`src/rtl/program_memory_loader_if.sv`:
```
// program_memory_loader_if: byte-stream input and program-memory write bus of the loader
interface program_memory_loader_if #(
    parameter int DATA_WIDTH = 32
);
    logic                  Start;
    logic [10:0]           LoadLength;
    logic [7:0]            ByteData;
    logic                  ByteValid;
    logic                  ByteReady;
    logic                  WriteEnable;
    logic [DATA_WIDTH-1:0] WriteAddress;
    logic [DATA_WIDTH-1:0] WriteData;
    logic                  Busy;
    logic                  CpuHold;
    logic                  Done;
    logic                  Error;

    modport master (
        output Start, LoadLength, ByteData, ByteValid,
        input  ByteReady, WriteEnable, WriteAddress, WriteData, Busy, CpuHold, Done, Error
    );

    modport slave (
        input  Start, LoadLength, ByteData, ByteValid,
        output ByteReady, WriteEnable, WriteAddress, WriteData, Busy, CpuHold, Done, Error
    );
endinterface

```
`src/rtl/program_memory_loader.sv`:
```
// program_memory_loader: assembles a big-endian byte stream into words and writes them to program memory
module program_memory_loader #(
    parameter int MEMORY_DEPTH = 32,
    parameter int DATA_WIDTH   = 32
) (
    input logic                    clk,
    input logic                    reset,
    program_memory_loader_if.slave bus
);
    localparam int BYTES = DATA_WIDTH / 8;
    localparam int IW    = MEMORY_DEPTH > 1 ? $clog2(MEMORY_DEPTH) : 1;
    localparam int BW    = BYTES > 1 ? $clog2(BYTES) : 1;

    typedef enum logic [1:0] {IDLE, COLLECT, WRITE, DONE} state_t;

    state_t                state_q, state_d;
    logic [IW-1:0]         word_idx_q, word_idx_d;
    logic [IW-1:0]         last_idx_q, last_idx_d;
    logic [BW-1:0]         byte_idx_q, byte_idx_d;
    logic [DATA_WIDTH-1:0] shift_q, shift_d;
    logic [DATA_WIDTH-1:0] addr_q, addr_d;
    logic [DATA_WIDTH-1:0] data_q, data_d;
    logic                  error_q, error_d;
    logic                  bad_len;

    assign bad_len = bus.LoadLength == '0 || bus.LoadLength > 11'(MEMORY_DEPTH);

    // Next-state logic: session start, byte shifting, and word write sequencing
    always_comb begin
        state_d    = state_q;
        word_idx_d = word_idx_q;
        last_idx_d = last_idx_q;
        byte_idx_d = byte_idx_q;
        shift_d    = shift_q;
        addr_d     = addr_q;
        data_d     = data_q;
        error_d    = error_q;
        case (state_q)
            IDLE: begin
                if (bus.Start && bad_len) begin
                    error_d = 1'b1;
                    state_d = DONE;
                end else if (bus.Start) begin
                    error_d    = 1'b0;
                    last_idx_d = IW'(bus.LoadLength - 11'd1);
                    word_idx_d = '0;
                    byte_idx_d = '0;
                    shift_d    = '0;
                    state_d    = COLLECT;
                end
            end
            COLLECT: begin
                if (bus.ByteValid) begin
                    shift_d    = DATA_WIDTH'({shift_q, bus.ByteData});
                    byte_idx_d = byte_idx_q + 1'b1;
                    if (byte_idx_q == BW'(BYTES - 1)) begin
                        byte_idx_d = '0;
                        addr_d     = DATA_WIDTH'({word_idx_q, 2'b00});
                        data_d     = shift_d;
                        state_d    = WRITE;
                    end
                end
            end
            WRITE: begin
                state_d    = word_idx_q == last_idx_q ? DONE : COLLECT;
                word_idx_d = word_idx_q == last_idx_q ? word_idx_q : word_idx_q + 1'b1;
            end
            default: state_d = IDLE;
        endcase
    end

    // State and datapath registers; reset abandons any partial word
    always_ff @(posedge clk) begin
        if (reset) begin
            state_q    <= IDLE;
            word_idx_q <= '0;
            last_idx_q <= '0;
            byte_idx_q <= '0;
            shift_q    <= '0;
            addr_q     <= '0;
            data_q     <= '0;
            error_q    <= 1'b0;
        end else begin
            state_q    <= state_d;
            word_idx_q <= word_idx_d;
            last_idx_q <= last_idx_d;
            byte_idx_q <= byte_idx_d;
            shift_q    <= shift_d;
            addr_q     <= addr_d;
            data_q     <= data_d;
            error_q    <= error_d;
        end
    end

    assign bus.ByteReady    = state_q == COLLECT;
    assign bus.WriteEnable  = state_q == WRITE;
    assign bus.Done         = state_q == DONE;
    assign bus.Busy         = state_q != IDLE;
    assign bus.CpuHold      = state_q != IDLE;
    assign bus.Error        = error_q;
    assign bus.WriteAddress = addr_q;
    assign bus.WriteData    = data_q;
endmodule
```
`src/flat_wrapper.sv`:
```
// flat-port wrapper written by rule: the top's interface ports become plain ports
module program_memory_loader_flat 
#(
    parameter int MEMORY_DEPTH = 32,
    parameter int DATA_WIDTH   = 32
)
  (clk, reset, bus_Start, bus_LoadLength, bus_ByteData, bus_ByteValid, bus_ByteReady, bus_WriteEnable, bus_WriteAddress, bus_WriteData, bus_Busy, bus_CpuHold, bus_Done, bus_Error);
  program_memory_loader_if #(.DATA_WIDTH(DATA_WIDTH)) bus_i ();
  input logic clk;
  input logic reset;
  input wire logic [$bits(bus_i.Start)-1:0] bus_Start;
  input wire logic [$bits(bus_i.LoadLength)-1:0] bus_LoadLength;
  input wire logic [$bits(bus_i.ByteData)-1:0] bus_ByteData;
  input wire logic [$bits(bus_i.ByteValid)-1:0] bus_ByteValid;
  output wire logic [$bits(bus_i.ByteReady)-1:0] bus_ByteReady;
  output wire logic [$bits(bus_i.WriteEnable)-1:0] bus_WriteEnable;
  output wire logic [$bits(bus_i.WriteAddress)-1:0] bus_WriteAddress;
  output wire logic [$bits(bus_i.WriteData)-1:0] bus_WriteData;
  output wire logic [$bits(bus_i.Busy)-1:0] bus_Busy;
  output wire logic [$bits(bus_i.CpuHold)-1:0] bus_CpuHold;
  output wire logic [$bits(bus_i.Done)-1:0] bus_Done;
  output wire logic [$bits(bus_i.Error)-1:0] bus_Error;
  assign bus_i.Start = bus_Start;
  assign bus_i.LoadLength = bus_LoadLength;
  assign bus_i.ByteData = bus_ByteData;
  assign bus_i.ByteValid = bus_ByteValid;
  assign bus_ByteReady = bus_i.ByteReady;
  assign bus_WriteEnable = bus_i.WriteEnable;
  assign bus_WriteAddress = bus_i.WriteAddress;
  assign bus_WriteData = bus_i.WriteData;
  assign bus_Busy = bus_i.Busy;
  assign bus_CpuHold = bus_i.CpuHold;
  assign bus_Done = bus_i.Done;
  assign bus_Error = bus_i.Error;
  program_memory_loader #(.MEMORY_DEPTH(MEMORY_DEPTH), .DATA_WIDTH(DATA_WIDTH)) u_core (.clk(clk), .reset(reset), .bus(bus_i));
endmodule
```
`config.mk`:
```
export PLATFORM = sky130hd
export DESIGN_NAME = program_memory_loader_flat
export DESIGN_NICKNAME = d
export VERILOG_FILES = /design/src/rtl/program_memory_loader_if.sv /design/src/rtl/program_memory_loader.sv /design/src/flat_wrapper.sv
export SDC_FILE = /design/constraint.sdc
export NUM_CORES = 1
export LEC_CHECK = 0
export CORE_MARGIN = 5
export CORE_UTILIZATION = 45
export DETAILED_ROUTE_END_ITERATION = 10
export PLACE_DENSITY_LB_ADDON = 0.1
export SLEW_MARGIN = 25
export SYNTH_ARGS = -nofsm -noshare
export SYNTH_HDL_FRONTEND = slang
export SYNTH_SLANG_ARGS = --single-unit
```
`constraint.sdc`:
```
create_clock -name clk -period 3.35 [get_ports clk]
set_input_delay 0.67 -clock clk [delete_from_list [all_inputs] [get_ports clk]]
set_output_delay 0.67 -clock clk [all_outputs]
set_load 0.05 [all_outputs]
```
Word-level counts from Yosys, hierarchy flattened
Index checks and enable logic that the tools add are counted.
Operators by class
  magnitude comparators: 1
  add/sub/neg operators: 3
  eq/ne operators: 11
  multiplexer cells: 21
  reduce and logical (&&, ||, !) cells: 14
  bitwise logic cells: 1
Operators by type and width (count)
  $mux 24: 3
  $pmux 24 s2: 1
  $mux 2: 9
  $mux 5: 3
  $gt 11x6->1 const B: 1
  $logic_not 11->1: 1
  $pmux 5 s2: 1
  $reduce_and 3->1: 3
  $ne 2x2->1 const B: 4
  $reduce_and 4->1: 2
  $reduce_bool 2->1: 4
  $eq 2x2->1 const B: 3
  $pmux 2 s3: 1
  $add 5x1->5 const B: 1
  $eq 5x5->1: 1
  $sub 5x1->5 const B: 1
  $pmux 2 s2: 1
  $ne 3x2->1 const B: 1
  $add 2x1->2 const B: 1
  $eq 2x1->1 const B: 1
  $logic_not 2->1: 1
  $mux 1: 2
  $ne 2x1->1 const B: 1
  $reduce_and 2->1: 1
  other kinds (3): 3
Storage, ports and cells
  bits in registers: 76
  word-level logic and storage cells: 59

Longest topological paths before layout
Gate-level depths: netlist (run 1).
  word-level depth: 5
  depth in mapped cells: 8
  depth with buffers taken out: 7

Worst setup path after synthesis (run 1)
No wires, ideal clock.
  path kind: register to register
  start: reg u_core.state_q[1]
  end: reg u_core.word_idx_q[4]
  data required time: 3217 ps
  path slack: 1235 ps
  arrival: 1983 ps
  library setup time: 133 ps
  clock period less this slack: 2115 ps
  stages on the path, launching flop included: 6
  path through: dfxtp_1 nor2b_1 nand2_1 or2_2 a31oi_1 a311oi_1
Between the ends
  cells in the longest elaborated chain, start to end: 3
  elaborated cells between the ends (all ways): 8
  those cells by class: eq/ne (4); mux (1); reduce/logical (3)
RTL lines
  start, declared: line program_memory_loader.sv:16  | state_t state_q, state_d;
  start signal, assigned: line program_memory_loader.sv:84  | state_q <= state_d;
  $eq 2x2->1 (*)
  via bus_WriteEnable: line flat_wrapper.sv:16  | output wire logic [$bits(bus_i.WriteEnable)-1:0] bus_WriteEnable;
  $ne 2x2->1 (no source line) / $reduce_bool 2->1 (equally long branches)
  $reduce_and 4->1 (no source line)
  end signal, assigned: line program_memory_loader.sv:85  | word_idx_q <= word_idx_d;
  end, declared: line program_memory_loader.sv:17  | logic [IW-1:0] word_idx_q, word_idx_d;
The timed path passes the listed nets; every way through them passes the cells marked *.
A chain may end at the register's enable or synchronous reset.

Worst setup path after layout (run 1)
  start: reg u_core.state_q[1]
  end: out bus_WriteEnable
Between the ends
  cells in the longest elaborated chain, start to end: 1
RTL lines
  $eq 2x2->1: line program_memory_loader.sv:96  | assign bus.WriteEnable = state_q == WRITE;
  end, declared: line flat_wrapper.sv:16
Every way passes these cells.

==> results of run 1 <==
flip-flops by register name (all words and copies together) (netlist names):
name,flops
u_core.last_idx_q,5
u_core.bus.Error,1
u_core.state_q,2
u_core.bus.WriteData,32
u_core.bus.WriteAddress,5
u_core.word_idx_q,5
u_core.byte_idx_q,2
u_core.shift_q,24
final timing paths:
path	endpoint	slack (ns)	cells after the start
worst min register to register	u_core.bus.WriteData[26]$_SDFFE_PP0P_	0.46	2
worst max register to register	u_core.byte_idx_q[0]$_SDFFE_PP0P_	1.54	5
worst max-delay path	bus_WriteEnable	0.51	2
worst min-delay path	u_core.bus.WriteData[26]$_SDFFE_PP0P_	0.46	2
metrics by stage:
step / hold WS [ns] / worst slack, ns / cells / cell area [µm²]
2_1_floorplan: 0.428 / 1.23 / 429 / 3350
3_3_place_gp: 0.444 / 0.464 / 547 / 3840
3_5_place_dp: 0.445 / 0.385 / 547 / 3840
4_1_cts: 0.457 / 0.467 / 563 / 4080
5_1_grt: 0.471 / 0.343 / 563 / 4080
6_report: 0.455 / 0.513 / 563 / 4080
cells in the mapped netlist, drive strengths merged, types with 2 or more instances:
cell type    n
clkbuf      15
nor2        15
nand2b       4
nor3         3
buf         38
nand4        2
dfxtp       76
a211oi       5
a21oi       65
o21ai       30
nand2      104
xnor2        8
and2         3
or2          3
inv          7
nand3        2
a311oi       3
ha           4
a31oi        3
and3         3
worst max-delay path: stages, from the launching register on:
cell and delay, ns:
sky130_fd_sc_hd__dfxtp_1 0.51, sky130_fd_sc_hd__nor2b_1 0.42, sky130_fd_sc_hd__clkdlybuf4s50_1 0.89
logic make-up (layout without fill, tap and decap cells):
| family | after synthesis | in the layout | share of synthesized area (%) |
|---|---|---|---|
| compound gates | 108 | 108 | 18.4 |
| xor+xnor | 9 | 9 | 2.43 |
| fa+ha+maj | 4 | 4 | 1.54 |
| buf+inv | 60 | 95 | 10.9 |
| flops | 76 | 76 | 46.8 |
| mux | 1 | 1 | 0.347 |
| other cells | 1 | 27 | 0.115 |
| simple gates | 144 | 144 | 19.4 |
metal layers:
| metal | vias up | global-route usage (%) | routed length (µm) |
|---|---|---|---|
| met3 | 7 | 6.06 | 430 |
| met1 | 1261 | 22.1 | 3350 |
| met2 | 65 | 26.2 | 3420 |
| met5 | - | 0 | 0 |
| li1 | 1393 | - | - |
| met4 | 0 | 5.05 | 79 |
final cells by class:
| type | count | area, µm² |
|---|---|---|
| multi-input combinational | 293 | 1470 |
| clock buffer | 10 | 128 |
| fill | 731 | 3060 |
| inverter | 7 | 26.3 |
| timing repair buffer | 72 | 698 |
| tap | 99 | 124 |
| sequential | 76 | 1520 |
| clock inverter | 6 | 111 |
power by group through the flow:
stage	combinational [mW]	clock (mW)	sequential [mW]
after CTS	0.237	0.856	0.928
after global placement	0.234	0	0.949
after global routing	0.254	0.900	0.931
after floorplan	0.198	0	0.949
final	0.236	0.840	0.928
after detailed placement	0.236	0	0.949
==> impl_metrics.prom, run 1 <==
# TYPE chip_impl_metric gauge
chip_impl_info{name="run_status",value="finished clean"} 1
chip_impl_metric{name="syn-cell-area",unit="mm²"} 0.00325
chip_impl_metric{name="wire_length_reported_by_the_detailed_router",unit="mm"} 7.28
chip_impl_metric{name="arrival",unit="ns"} 2.17
chip_impl_info{name="dominant_cells_by_area_after_synthesis",value="sky130_fd_sc_hd__dfxtp_1 47%, sky130_fd_sc_hd__nand2_1 12%, sky130_fd_sc_hd__a21oi_1 10%"} 1
chip_impl_info{name="commonest_non_fill_non_tap_cells_in_the_layout",value="104 x sky130_fd_sc_hd__nand2_1, 76 x sky130_fd_sc_hd__dfxtp_1, 65 x sky130_fd_sc_hd__a21oi_1"} 1
chip_impl_metric{name="max_cap_violations",unit=""} 0
chip_impl_metric{name="pwr-share-comb",unit="%"} 11.8
chip_impl_metric{name="number_of_enable_flip_flop_cells_after_synthesis",unit=""} 0
chip_impl_metric{name="synthToLayoutAreaGrowth",unit="%"} 25.6
chip_impl_metric{name="seq_area_frac_synth",unit="%"} 46.8
chip_impl_metric{name="fp.coreArea",unit="mm²"} 0.00714
chip_impl_metric{name="relSlewSlack",unit="%"} 45.1
chip_impl_info{name="unrepaired_setup_endpoints_after_global_routing",value="false"} 1
chip_impl_info{name="category_of_the_worst_setup_path_launch_point",value="flip-flop"} 1
chip_impl_metric{name="ctsHtreeMaxLevel",unit=""} 3
chip_impl_metric{name="clk_latency",unit="ns"} 0.35
chip_impl_info{name="worst_setup_path_end_kind",value="output pin"} 1
chip_impl_metric{name="antenna-diode-count",unit=""} 0
chip_impl_metric{name="detail_route.iter0.violations",unit=""} 84
chip_impl_metric{name="finalSetupViolCount",unit=""} 0
chip_impl_metric{name="max_rail_drop_vdd",unit="V"} 0.000243
chip_impl_metric{name="slew_viol_final",unit=""} 0
chip_impl_metric{name="share_of_final_layout_standard_cells_stronger_than_drive_strength_1",unit="%"} 7.11
chip_impl_metric{name="final_util",unit="%"} 57.2
chip_impl_metric{name="final.setup.tns",unit="ns"} 0
chip_impl_info{name="synth.largest_area_cell",value="sky130_fd_sc_hd__dfxtp_1"} 1
chip_impl_info{name="cts.root.buffer_cell",value="sky130_fd_sc_hd__clkbuf_8"} 1
chip_impl_metric{name="synthArstFlopShare",unit="%"} 0
chip_impl_metric{name="yosys_register_bits",unit=""} 76
chip_impl_metric{name="design.die.area",unit="mm²"} 0.00902
chip_impl_metric{name="fmax",unit="GHz"} 0.352
chip_impl_metric{name="netSwitchingPower",unit="µW"} 528
chip_impl_metric{name="port_buffers",unit=""} 65
chip_impl_metric{name="drt_pre_antenna_iters",unit=""} 5
chip_impl_metric{name="detailroute.via_count",unit=""} 2726
chip_impl_metric{name="die-width",unit="µm"} 95.0
chip_impl_metric{name="grt_start_max_net_pins",unit=""} 39
chip_impl_metric{name="place_congestion",unit=""} 0.752
chip_impl_metric{name="routed_len_inst",unit="µm"} 12.9
chip_impl_info{name="postSynth.topFlopCell",value="sky130_fd_sc_hd__dfxtp_1"} 1
chip_impl_info{name="layout.cells.most_common",value="sky130_fd_sc_hd__nand2_1"} 1
chip_impl_metric{name="ant_nets",unit=""} 0
chip_impl_metric{name="overflow",unit=""} 0
chip_impl_metric{name="layout_worst_path_cycle_share",unit="%"} 84.7
chip_impl_metric{name="clkPwrFrac",unit="%"} 41.9
chip_impl_metric{name="hold_viol_final",unit=""} 0
chip_impl_metric{name="cts_sinks",unit=""} 76
chip_impl_metric{name="post_route_skew",unit="ns"} 0.00630
chip_impl_metric{name="postCtsSetupBuffers",unit=""} 0
chip_impl_metric{name="antenna_found_initial",unit=""} 0
chip_impl_info{name="min_from",value="u_core.bus.WriteData[26]$_SDFFE_PP0P_"} 1
chip_impl_info{name="setup.worst_path.class",value="flip-flop to output pin"} 1
chip_impl_metric{name="ys.warnings.count",unit=""} 0
chip_impl_metric{name="power.switching_fraction",unit="%"} 26.4
chip_impl_metric{name="layout.nets",unit=""} 486
chip_impl_metric{name="cell_internal_power",unit="mW"} 1.48
chip_impl_metric{name="grt_pass1_wl",unit="mm"} 12.0
chip_impl_metric{name="pin_count",unit=""} 93
chip_impl_metric{name="cts_repair_resize_count",unit=""} 0
chip_impl_info{name="clock_tree_from_tritoncts",value="built"} 1
chip_impl_metric{name="cts-hold-fix-buffers",unit=""} 0
chip_impl_info{name="crit_startpoint",value="u_core.state_q[1]$_SDFFE_PP0P_"} 1
chip_impl_metric{name="yosysTopAreaCellShare",unit="%"} 46.8
chip_impl_metric{name="leakage",unit="nW"} 1.39
chip_impl_info{name="timing.rr.start",value="u_core.state_q[1]$_SDFFE_PP0P_"} 1
chip_impl_metric{name="numCtsBuffers",unit=""} 9
chip_impl_info{name="min_path_type",value="flip-flop to flip-flop"} 1
chip_impl_metric{name="p_seq_share",unit="%"} 46.3
chip_impl_metric{name="max-clock-path-buffers",unit=""} 2
chip_impl_metric{name="cp_data_required_time",unit="ns"} 2.68
chip_impl_metric{name="first_global_vias",unit=""} 2493
chip_impl_metric{name="gr-usage-all-layers",unit="%"} 16.9
chip_impl_metric{name="route.detailed.vias_per_inst",unit=""} 4.84
chip_impl_metric{name="design_power_total",unit="mW"} 2.00
chip_impl_metric{name="cts.reportedPaths.clkPinSlew",unit="ns"} 0.08
chip_impl_metric{name="path_max_fanout",unit=""} 10
chip_impl_metric{name="period_minus_slack",unit="ns"} 2.84
chip_impl_metric{name="synth_cells",unit=""} 403
chip_impl_metric{name="synth_cell_type_count",unit=""} 35
chip_impl_metric{name="initial_core_util",unit="%"} 45.5
chip_impl_metric{name="fp.dieH",unit="µm"} 95.0
chip_impl_metric{name="remaining_drc_errors",unit=""} 0
chip_impl_metric{name="synth.avg_cell_area",unit="µm²"} 8.06
chip_impl_metric{name="post-dp-hpwl",unit="mm"} 4.99
chip_impl_metric{name="core.rowCount",unit=""} 31
chip_impl_metric{name="power_density",unit="mW/mm²"} 491
chip_impl_metric{name="tightestPinTransition",unit="ns"} 0.821
No activity file was read; power rests on OpenSTA's default activity.
==> inputs of run 2 (changes only) <==
--- a/config.mk
+++ b/config.mk
@@ -6,7 +6,7 @@
 export NUM_CORES = 1
 export LEC_CHECK = 0
 export CORE_MARGIN = 5
-export CORE_UTILIZATION = 45
+export CORE_UTILIZATION = 43
 export DETAILED_ROUTE_END_ITERATION = 10
 export PLACE_DENSITY_LB_ADDON = 0.1
 export SLEW_MARGIN = 25
==> constraint.sdc (replaced) <==
create_clock -name clk -period 2.4 [get_ports clk]
set_input_delay 0.48 -clock clk [delete_from_list [all_inputs] [get_ports clk]]
set_output_delay 0.48 -clock clk [all_outputs]
set_load 0.05 [all_outputs]
==> run 2 against run 1 <==
Utilization is 0.12 points lower. Combinational power is 51% higher. Largest power group unchanged. Sequential power is 39% higher. Global-route usage is 1.5 points lower. Worst setup slack worse by 0.13 ns. Register-to-register slack worse by 0.82 ns. Count of clock-buffer cells in the layout stayed put. Critical path depth is 8 higher. Final area is 2.0% higher.
==> impl_metrics.prom, run 2 (synthesized netlist as in run 1, its figures left out) <==
# TYPE chip_impl_metric gauge
chip_impl_metric{name="power_density",unit="mW/mm²"} 655
chip_impl_metric{name="fmax",unit="GHz"} 0.496
chip_impl_metric{name="wl_met3",unit="µm"} 362
chip_impl_metric{name="drt_pre_antenna_iters",unit=""} 4
chip_impl_metric{name="routed_len_inst",unit="µm"} 12.8
chip_impl_metric{name="period_minus_slack",unit="ns"} 2.02
chip_impl_metric{name="cts_sinks",unit=""} 76
chip_impl_metric{name="design.die.area",unit="mm²"} 0.00939
chip_impl_info{name="clock_tree_from_tritoncts",value="built"} 1
chip_impl_metric{name="wire_length_reported_by_the_detailed_router",unit="mm"} 7.28
chip_impl_info{name="min_path_type",value="flip-flop to flip-flop"} 1
chip_impl_metric{name="met2RoutedLength",unit="mm"} 3.49
chip_impl_info{name="worst_setup_path_end_kind",value="flip-flop"} 1
chip_impl_metric{name="max-clock-path-buffers",unit=""} 2
chip_impl_metric{name="layout.nets",unit=""} 492
chip_impl_metric{name="design_power_total",unit="mW"} 2.73
chip_impl_metric{name="cp_data_required_time",unit="ns"} 2.66
chip_impl_metric{name="core.rowCount",unit=""} 31
chip_impl_metric{name="max_cap_violations",unit=""} 0
chip_impl_metric{name="final.setup.tns",unit="ns"} 0
chip_impl_metric{name="remaining_drc_errors",unit=""} 0
chip_impl_metric{name="numCtsBuffers",unit=""} 9
chip_impl_metric{name="leakage",unit="nW"} 1.45
chip_impl_metric{name="route.detailed.vias_per_inst",unit=""} 4.81
chip_impl_metric{name="cts_repair_resize_count",unit=""} 0
chip_impl_info{name="setup.worst_path.class",value="input port to flip-flop"} 1
chip_impl_metric{name="cts.reportedPaths.clkPinSlew",unit="ns"} 0.07
chip_impl_metric{name="finalSetupViolCount",unit=""} 0
chip_impl_metric{name="pin_count",unit=""} 93
chip_impl_metric{name="post_route_skew",unit="ns"} 0.0117
chip_impl_metric{name="die-width",unit="µm"} 96.9
chip_impl_metric{name="antenna_found_initial",unit=""} 0
chip_impl_metric{name="relSlewSlack",unit="%"} 63.3
chip_impl_metric{name="layout_worst_path_cycle_share",unit="%"} 84.0
chip_impl_metric{name="fp.dieH",unit="µm"} 96.9
chip_impl_info{name="run_status",value="finished clean"} 1
chip_impl_metric{name="hold_viol_final",unit=""} 0
chip_impl_metric{name="place_congestion",unit=""} 0.790
chip_impl_metric{name="path_max_fanout",unit=""} 26
chip_impl_metric{name="max_rail_drop_vdd",unit="V"} 0.000282
chip_impl_metric{name="gr-usage-all-layers",unit="%"} 15.4
chip_impl_metric{name="ant_nets",unit=""} 0
chip_impl_metric{name="tightestPinTransition",unit="ns"} 0.548
chip_impl_metric{name="port_buffers",unit=""} 65
chip_impl_metric{name="clk_latency",unit="ns"} 0.34
chip_impl_metric{name="synthToLayoutAreaGrowth",unit="%"} 28.1
chip_impl_metric{name="slew_viol_final",unit=""} 0
chip_impl_metric{name="grt_start_max_net_pins",unit=""} 36
chip_impl_metric{name="share_of_final_layout_standard_cells_stronger_than_drive_strength_1",unit="%"} 9.57
chip_impl_metric{name="postCtsSetupBuffers",unit=""} 0
chip_impl_info{name="commonest_non_fill_non_tap_cells_in_the_layout",value="104 x sky130_fd_sc_hd__nand2_1, 76 x sky130_fd_sc_hd__dfxtp_1, 65 x sky130_fd_sc_hd__a21oi_1"} 1
chip_impl_metric{name="arrival",unit="ns"} 2.28
chip_impl_metric{name="ctsHtreeMaxLevel",unit=""} 3
chip_impl_metric{name="largest_register_ffs",unit=""} 32
chip_impl_metric{name="post-dp-hpwl",unit="mm"} 5.17
chip_impl_metric{name="first_global_vias",unit=""} 2590
chip_impl_metric{name="detail_route.iter0.violations",unit=""} 159
chip_impl_metric{name="detailroute.via_count",unit=""} 2735
chip_impl_metric{name="initial_core_util",unit="%"} 44.5
chip_impl_info{name="cts.root.buffer_cell",value="sky130_fd_sc_hd__clkbuf_8"} 1
chip_impl_metric{name="fillerInstances",unit=""} 718
chip_impl_info{name="highest-signal-layer",value="met4"} 1
chip_impl_info{name="unrepaired_setup_endpoints_after_global_routing",value="false"} 1
chip_impl_metric{name="fp.coreArea",unit="mm²"} 0.00729
chip_impl_metric{name="antenna-diode-count",unit=""} 0
chip_impl_info{name="category_of_the_worst_setup_path_launch_point",value="input port"} 1
chip_impl_metric{name="cts-hold-fix-buffers",unit=""} 0
chip_impl_metric{name="routedLengthMet1",unit="mm"} 3.34
chip_impl_metric{name="overflow",unit=""} 0
chip_impl_metric{name="grt_pass1_wl",unit="mm"} 12.3
chip_impl_info{name="layout.cells.most_common",value="sky130_fd_sc_hd__nand2_1"} 1
run 2: through the flow:
stage / std cells / setup slack (ns) / hold WS (ns) / utilization, % / area [µm²]
finish: 569 / 0.385 / 0.453 / 57.1 / 4160
global route: 569 / 0.248 / 0.469 / 57.1 / 4160
floorplan: 429 / 0.285 / 0.428 / - / 3350
global placement: 553 / 0.0870 / 0.444 / 54.0 / 3940
detailed placement: 553 / 0.0195 / 0.446 / 54.0 / 3940
CTS: 569 / 0.376 / 0.456 / 57.1 / 4160
run 2: layout make-up:
class                   instances  area, µm²  share of cell area [%]
clock inverters                 6       86.3                    2.08
well taps                      99        124                    2.98
multi-input cells             293       1470                    35.4
clock buffers                  10        138                    3.31
repair buffers                 78        793                    19.1
flip-flops and latches         76       1520                    36.6
inverters                       7       26.3                   0.632
run 2: power by group:
group	internal [mW]	switching [mW]
Clock	0.614	0.461
Combinational	0.112	0.245
Sequential	1.28	0.0179
run 2: final timing paths:
kind,end,startpoint,cells after the start,slack [ns]
setup / recovery,u_core.byte_idx_q[1]$_SDFFE_PP0P_,bus_LoadLength[0],10,0.38
hold / removal,u_core.bus.WriteData[30]$_SDFFE_PP0P_,u_core.bus.WriteData[30]$_SDFFE_PP0P_,2,0.45
setup reg to reg,u_core.last_idx_q[2]$_SDFFE_PP0P_,u_core.state_q[1]$_SDFFE_PP0P_,5,0.72
hold reg to reg,u_core.bus.WriteData[30]$_SDFFE_PP0P_,u_core.bus.WriteData[30]$_SDFFE_PP0P_,2,0.45
run 2: per-layer routing:
metal  global-route usage (%)  vias up
met3                     4.46        8
met4                     6.16        0
met1                     20.0     1267
met2                     24.1       53
li1                         -     1407
met5                        0        -
run 2: worst max-delay path, stage by stage:
cell	delay [ns]
sky130_fd_sc_hd__clkdlybuf4s50_1	0.48
sky130_fd_sc_hd__inv_1	0.06
sky130_fd_sc_hd__ha_1	0.19
sky130_fd_sc_hd__nor4b_4	0.13
sky130_fd_sc_hd__xnor2_1	0.12
sky130_fd_sc_hd__buf_4	0.15
sky130_fd_sc_hd__a41oi_4	0.22
sky130_fd_sc_hd__buf_12	0.20
sky130_fd_sc_hd__o21ai_0	0.09
sky130_fd_sc_hd__a21oi_1	0.15
==> inputs of run 3 (changes only) <==
--- a/config.mk
+++ b/config.mk
@@ -6,7 +6,7 @@
 export NUM_CORES = 1
 export LEC_CHECK = 0
 export CORE_MARGIN = 5
-export CORE_UTILIZATION = 43
+export CORE_UTILIZATION = 45
 export DETAILED_ROUTE_END_ITERATION = 10
 export PLACE_DENSITY_LB_ADDON = 0.1
 export SLEW_MARGIN = 25
==> constraint.sdc (replaced) <==
create_clock -name clk -period 2 [get_ports clk]
set_input_delay 0.4 -clock clk [delete_from_list [all_inputs] [get_ports clk]]
set_output_delay 0.4 -clock clk [all_outputs]
set_load 0.05 [all_outputs]
==> run 3 against run 2 <==
Sequential power up 20%. Non-clock buffer count grew 8. Combinational power is 26% higher. Hold slack better by 0.0025 ns. Worst setup slack worse by 0.31 ns. Count of clock-buffer cells in the layout is the same. Final area grew 1.6%. Final cell count increased by 1.4%. Critical endpoint is now bus_WriteData[10]. Largest cell class unchanged.
==> impl_metrics.prom, run 3 (synthesized netlist as in run 1, its figures left out) <==
# TYPE chip_impl_metric gauge
chip_impl_info{name="min_path_type",value="flip-flop to flip-flop"} 1
chip_impl_metric{name="cts.reportedPaths.clkPinSlew",unit="ns"} 0.08
chip_impl_metric{name="core.rowCount",unit=""} 31
chip_impl_metric{name="synthToLayoutAreaGrowth",unit="%"} 30.1
chip_impl_metric{name="overflow",unit=""} 0
chip_impl_info{name="crit_path_max_delay_cell_type",value="sky130_fd_sc_hd__clkdlybuf4s50_1"} 1
chip_impl_info{name="run_status",value="finished clean"} 1
chip_impl_info{name="layout.cells.most_common",value="sky130_fd_sc_hd__nand2_1"} 1
chip_impl_metric{name="clk_latency",unit="ns"} 0.34
chip_impl_metric{name="period_minus_slack",unit="ns"} 1.92
chip_impl_info{name="unrepaired_setup_endpoints_after_global_routing",value="false"} 1
chip_impl_metric{name="port_buffers",unit=""} 65
chip_impl_metric{name="route.detailed.vias_per_inst",unit=""} 4.81
chip_impl_info{name="commonest_non_fill_non_tap_cells_in_the_layout",value="104 x sky130_fd_sc_hd__nand2_1, 76 x sky130_fd_sc_hd__dfxtp_1, 65 x sky130_fd_sc_hd__a21oi_1"} 1
chip_impl_metric{name="finalSetupViolCount",unit=""} 0
chip_impl_metric{name="slew_viol_final",unit=""} 0
chip_impl_metric{name="place_inst",unit=""} 561
chip_impl_metric{name="grt_start_max_net_pins",unit=""} 39
chip_impl_info{name="hold_path_end",value="u_core.bus.WriteData[29]$_SDFFE_PP0P_"} 1
chip_impl_metric{name="detail_route.iter0.violations",unit=""} 147
chip_impl_metric{name="antenna_found_initial",unit=""} 0
chip_impl_info{name="critical_path.reg2reg.endpoint",value="u_core.last_idx_q[1]$_SDFFE_PP0P_"} 1
chip_impl_metric{name="clkPwrFrac",unit="%"} 37.1
chip_impl_metric{name="max-clock-path-buffers",unit=""} 2
chip_impl_info{name="cp_cell_sequence",value="clkdlybuf4s50_1"} 1
chip_impl_metric{name="regToRegSetupSlack",unit="ns"} 0.39
chip_impl_metric{name="gr-usage-all-layers",unit="%"} 17.5
chip_impl_metric{name="grt_pass1_wl",unit="mm"} 12.3
chip_impl_info{name="clock_tree_from_tritoncts",value="built"} 1
chip_impl_metric{name="drt_pre_antenna_iters",unit=""} 4
chip_impl_metric{name="fmax",unit="GHz"} 0.520
chip_impl_info{name="category_of_the_worst_setup_path_launch_point",value="flip-flop"} 1
chip_impl_metric{name="remaining_drc_errors",unit=""} 0
chip_impl_metric{name="tightestPinTransition",unit="ns"} 0.510
chip_impl_metric{name="initial_core_util",unit="%"} 45.5
chip_impl_metric{name="final-instance-count-excl-fill",unit=""} 577
chip_impl_metric{name="numCtsBuffers",unit=""} 9
chip_impl_metric{name="die-width",unit="µm"} 95.0
chip_impl_metric{name="ant_nets",unit=""} 0
chip_impl_metric{name="max_rail_drop_vdd",unit="V"} 0.000347
chip_impl_metric{name="arrival",unit="ns"} 1.52
chip_impl_metric{name="r2r_cells",unit=""} 5
chip_impl_metric{name="cell_internal_power",unit="mW"} 2.29
chip_impl_info{name="min_from",value="u_core.shift_q[21]$_SDFFE_PP0P_"} 1
chip_impl_metric{name="layout_worst_path_cycle_share",unit="%"} 96.2
chip_impl_metric{name="share_of_final_layout_standard_cells_stronger_than_drive_strength_1",unit="%"} 11.9
chip_impl_metric{name="fp.coreArea",unit="mm²"} 0.00714
chip_impl_info{name="cts.root.buffer_cell",value="sky130_fd_sc_hd__clkbuf_8"} 1
chip_impl_metric{name="netSwitchingPower",unit="µW"} 894
chip_impl_metric{name="worst_hold_path.num_cells",unit=""} 2
chip_impl_metric{name="relSlewSlack",unit="%"} 65.9
chip_impl_info{name="worst_setup_path_end_kind",value="output pin"} 1
chip_impl_metric{name="p_seq_share",unit="%"} 48.8
chip_impl_info{name="timing.critical_path.max_delay_family",value="buffers and inverters"} 1
chip_impl_metric{name="layout.nets",unit=""} 500
chip_impl_metric{name="power.switching_fraction",unit="%"} 28.1
chip_impl_metric{name="fillerInstances",unit=""} 706
chip_impl_metric{name="timing.critical_path.buf_inv",unit=""} 1
chip_impl_metric{name="wire_length_reported_by_the_detailed_router",unit="mm"} 7.50
chip_impl_metric{name="design.die.area",unit="mm²"} 0.00902
chip_impl_info{name="setup.worst_path.class",value="flip-flop to output pin"} 1
chip_impl_metric{name="worst_hold_slack",unit="ns"} 0.456
chip_impl_metric{name="cts_sinks",unit=""} 76
chip_impl_metric{name="pin_count",unit=""} 93
chip_impl_metric{name="place_congestion",unit=""} 0.796
chip_impl_metric{name="detailroute.via_count",unit=""} 2775
chip_impl_metric{name="fp.dieH",unit="µm"} 95.0
chip_impl_metric{name="cp_data_required_time",unit="ns"} 1.60
chip_impl_metric{name="antenna-diode-count",unit=""} 0
chip_impl_metric{name="path_max_fanout",unit=""} 2
chip_impl_metric{name="leakage",unit="nW"} 1.49
chip_impl_metric{name="pwr-share-comb",unit="%"} 14.1
chip_impl_metric{name="post-dp-hpwl",unit="mm"} 5.17
chip_impl_metric{name="routed_len_inst",unit="µm"} 13.0
chip_impl_info{name="timing.rr.start",value="u_core.state_q[0]$_SDFFE_PP0P_"} 1
chip_impl_metric{name="hold_viol_final",unit=""} 0
chip_impl_metric{name="first_global_vias",unit=""} 2547
chip_impl_metric{name="largest_register_ffs",unit=""} 32
chip_impl_metric{name="max_cap_violations",unit=""} 0
chip_impl_metric{name="ctsHtreeMaxLevel",unit=""} 3
chip_impl_metric{name="crit_path_max_cell_delay",unit="ns"} 0.82
chip_impl_metric{name="power_density",unit="mW/mm²"} 753
chip_impl_metric{name="cts-hold-fix-buffers",unit=""} 0
chip_impl_metric{name="post_route_skew",unit="ns"} 0.00886
-- run 3: cell types whose count changed in the layout (fill, tap and decap cells not counted) --
cell,delta
sky130_fd_sc_hd__nor2b_1,-1
sky130_fd_sc_hd__xnor2_2,+1
sky130_fd_sc_hd__bufinv_16,-1
sky130_fd_sc_hd__nor2b_2,+1
sky130_fd_sc_hd__xnor2_1,-1
sky130_fd_sc_hd__clkdlybuf4s50_1,-2
sky130_fd_sc_hd__clkinv_2,+1
sky130_fd_sc_hd__buf_12,+2
sky130_fd_sc_hd__buf_4,+8
-- run 3: worst max-delay path by stage --
stage | start | to | slack [ns] | cells after the start
6_report | u_core.bus.WriteData[10]$_SDFFE_PP0P_ | bus_WriteData[10] | 0.08 | 1
5_1_grt | bus_LoadLength[0] | u_core.shift_q[2]$_SDFFE_PP0P_ | 0.02 | 9
4_1_cts | bus_LoadLength[0] | u_core.last_idx_q[1]$_SDFFE_PP0P_ | 0.0004 | 8
3_5_place_dp | bus_LoadLength[0] | u_core.last_idx_q[1]$_SDFFE_PP0P_ | -0.37 | 8
3_3_place_gp | bus_LoadLength[0] | u_core.last_idx_q[1]$_SDFFE_PP0P_ | -0.34 | 8
2_1_floorplan | u_core.state_q[1]$_SDFFE_PP0P_ | u_core.byte_idx_q[0]$_SDFFE_PP0P_ | 0.18 | 5
-- run 3: layout make-up --
class,count,area (µm²),share of cell area (%)
sequential,76,1520,36.0
multi-input combinational,293,1480,35.1
timing repair buffer,86,873,20.7
clock buffer,10,138,3.26
tap,99,124,2.93
clock inverter,6,61.3,1.45
inverter,7,26.3,0.622
-- run 3: what timing repair did --
action,CTS,global route
setup buffers,0,0
gates resized for setup,0,1
setup endpoints to repair,0,36
-- run 3: metal layers --
metal / wire length [µm] / track usage [%] / vias to the layer above / share of wire (%)
li1: - / - / 1424 / -
met1: 3480 / 22.8 / 1293 / 46
met2: 3560 / 27.3 / 54 / 47
met3: 402 / 5.98 / 4 / 5.4
met4: 59 / 5.77 / 0 / 0.79
met5: 0 / 0 / - / 0
-- run 3: metrics by stage --
step                      utilization, %  cell area (µm²)  total power [mW]  setup WS [ns]  setup TNS, ns
final                               59.2             4230              3.18         0.0763              0
after global routing                59.2             4230              3.32         0.0168              0
after CTS                           59.1             4220              3.21       0.000366              0
after detailed placement            56.3             4020              2.04         -0.368         -11.20
after global placement              56.3             4020              2.03         -0.337         -10.92
after floorplan                        -             3350              1.92          0.185              0
-- run 3: power by group through the flow --
stage | Sequential [mW] | Clock (mW) | Combinational, mW
floorplan | 1.59 | 0 | 0.331
global placement | 1.59 | 0 | 0.447
detailed placement | 1.59 | 0 | 0.447
CTS | 1.55 | 1.21 | 0.449
global route | 1.56 | 1.29 | 0.480
finish | 1.55 | 1.18 | 0.450
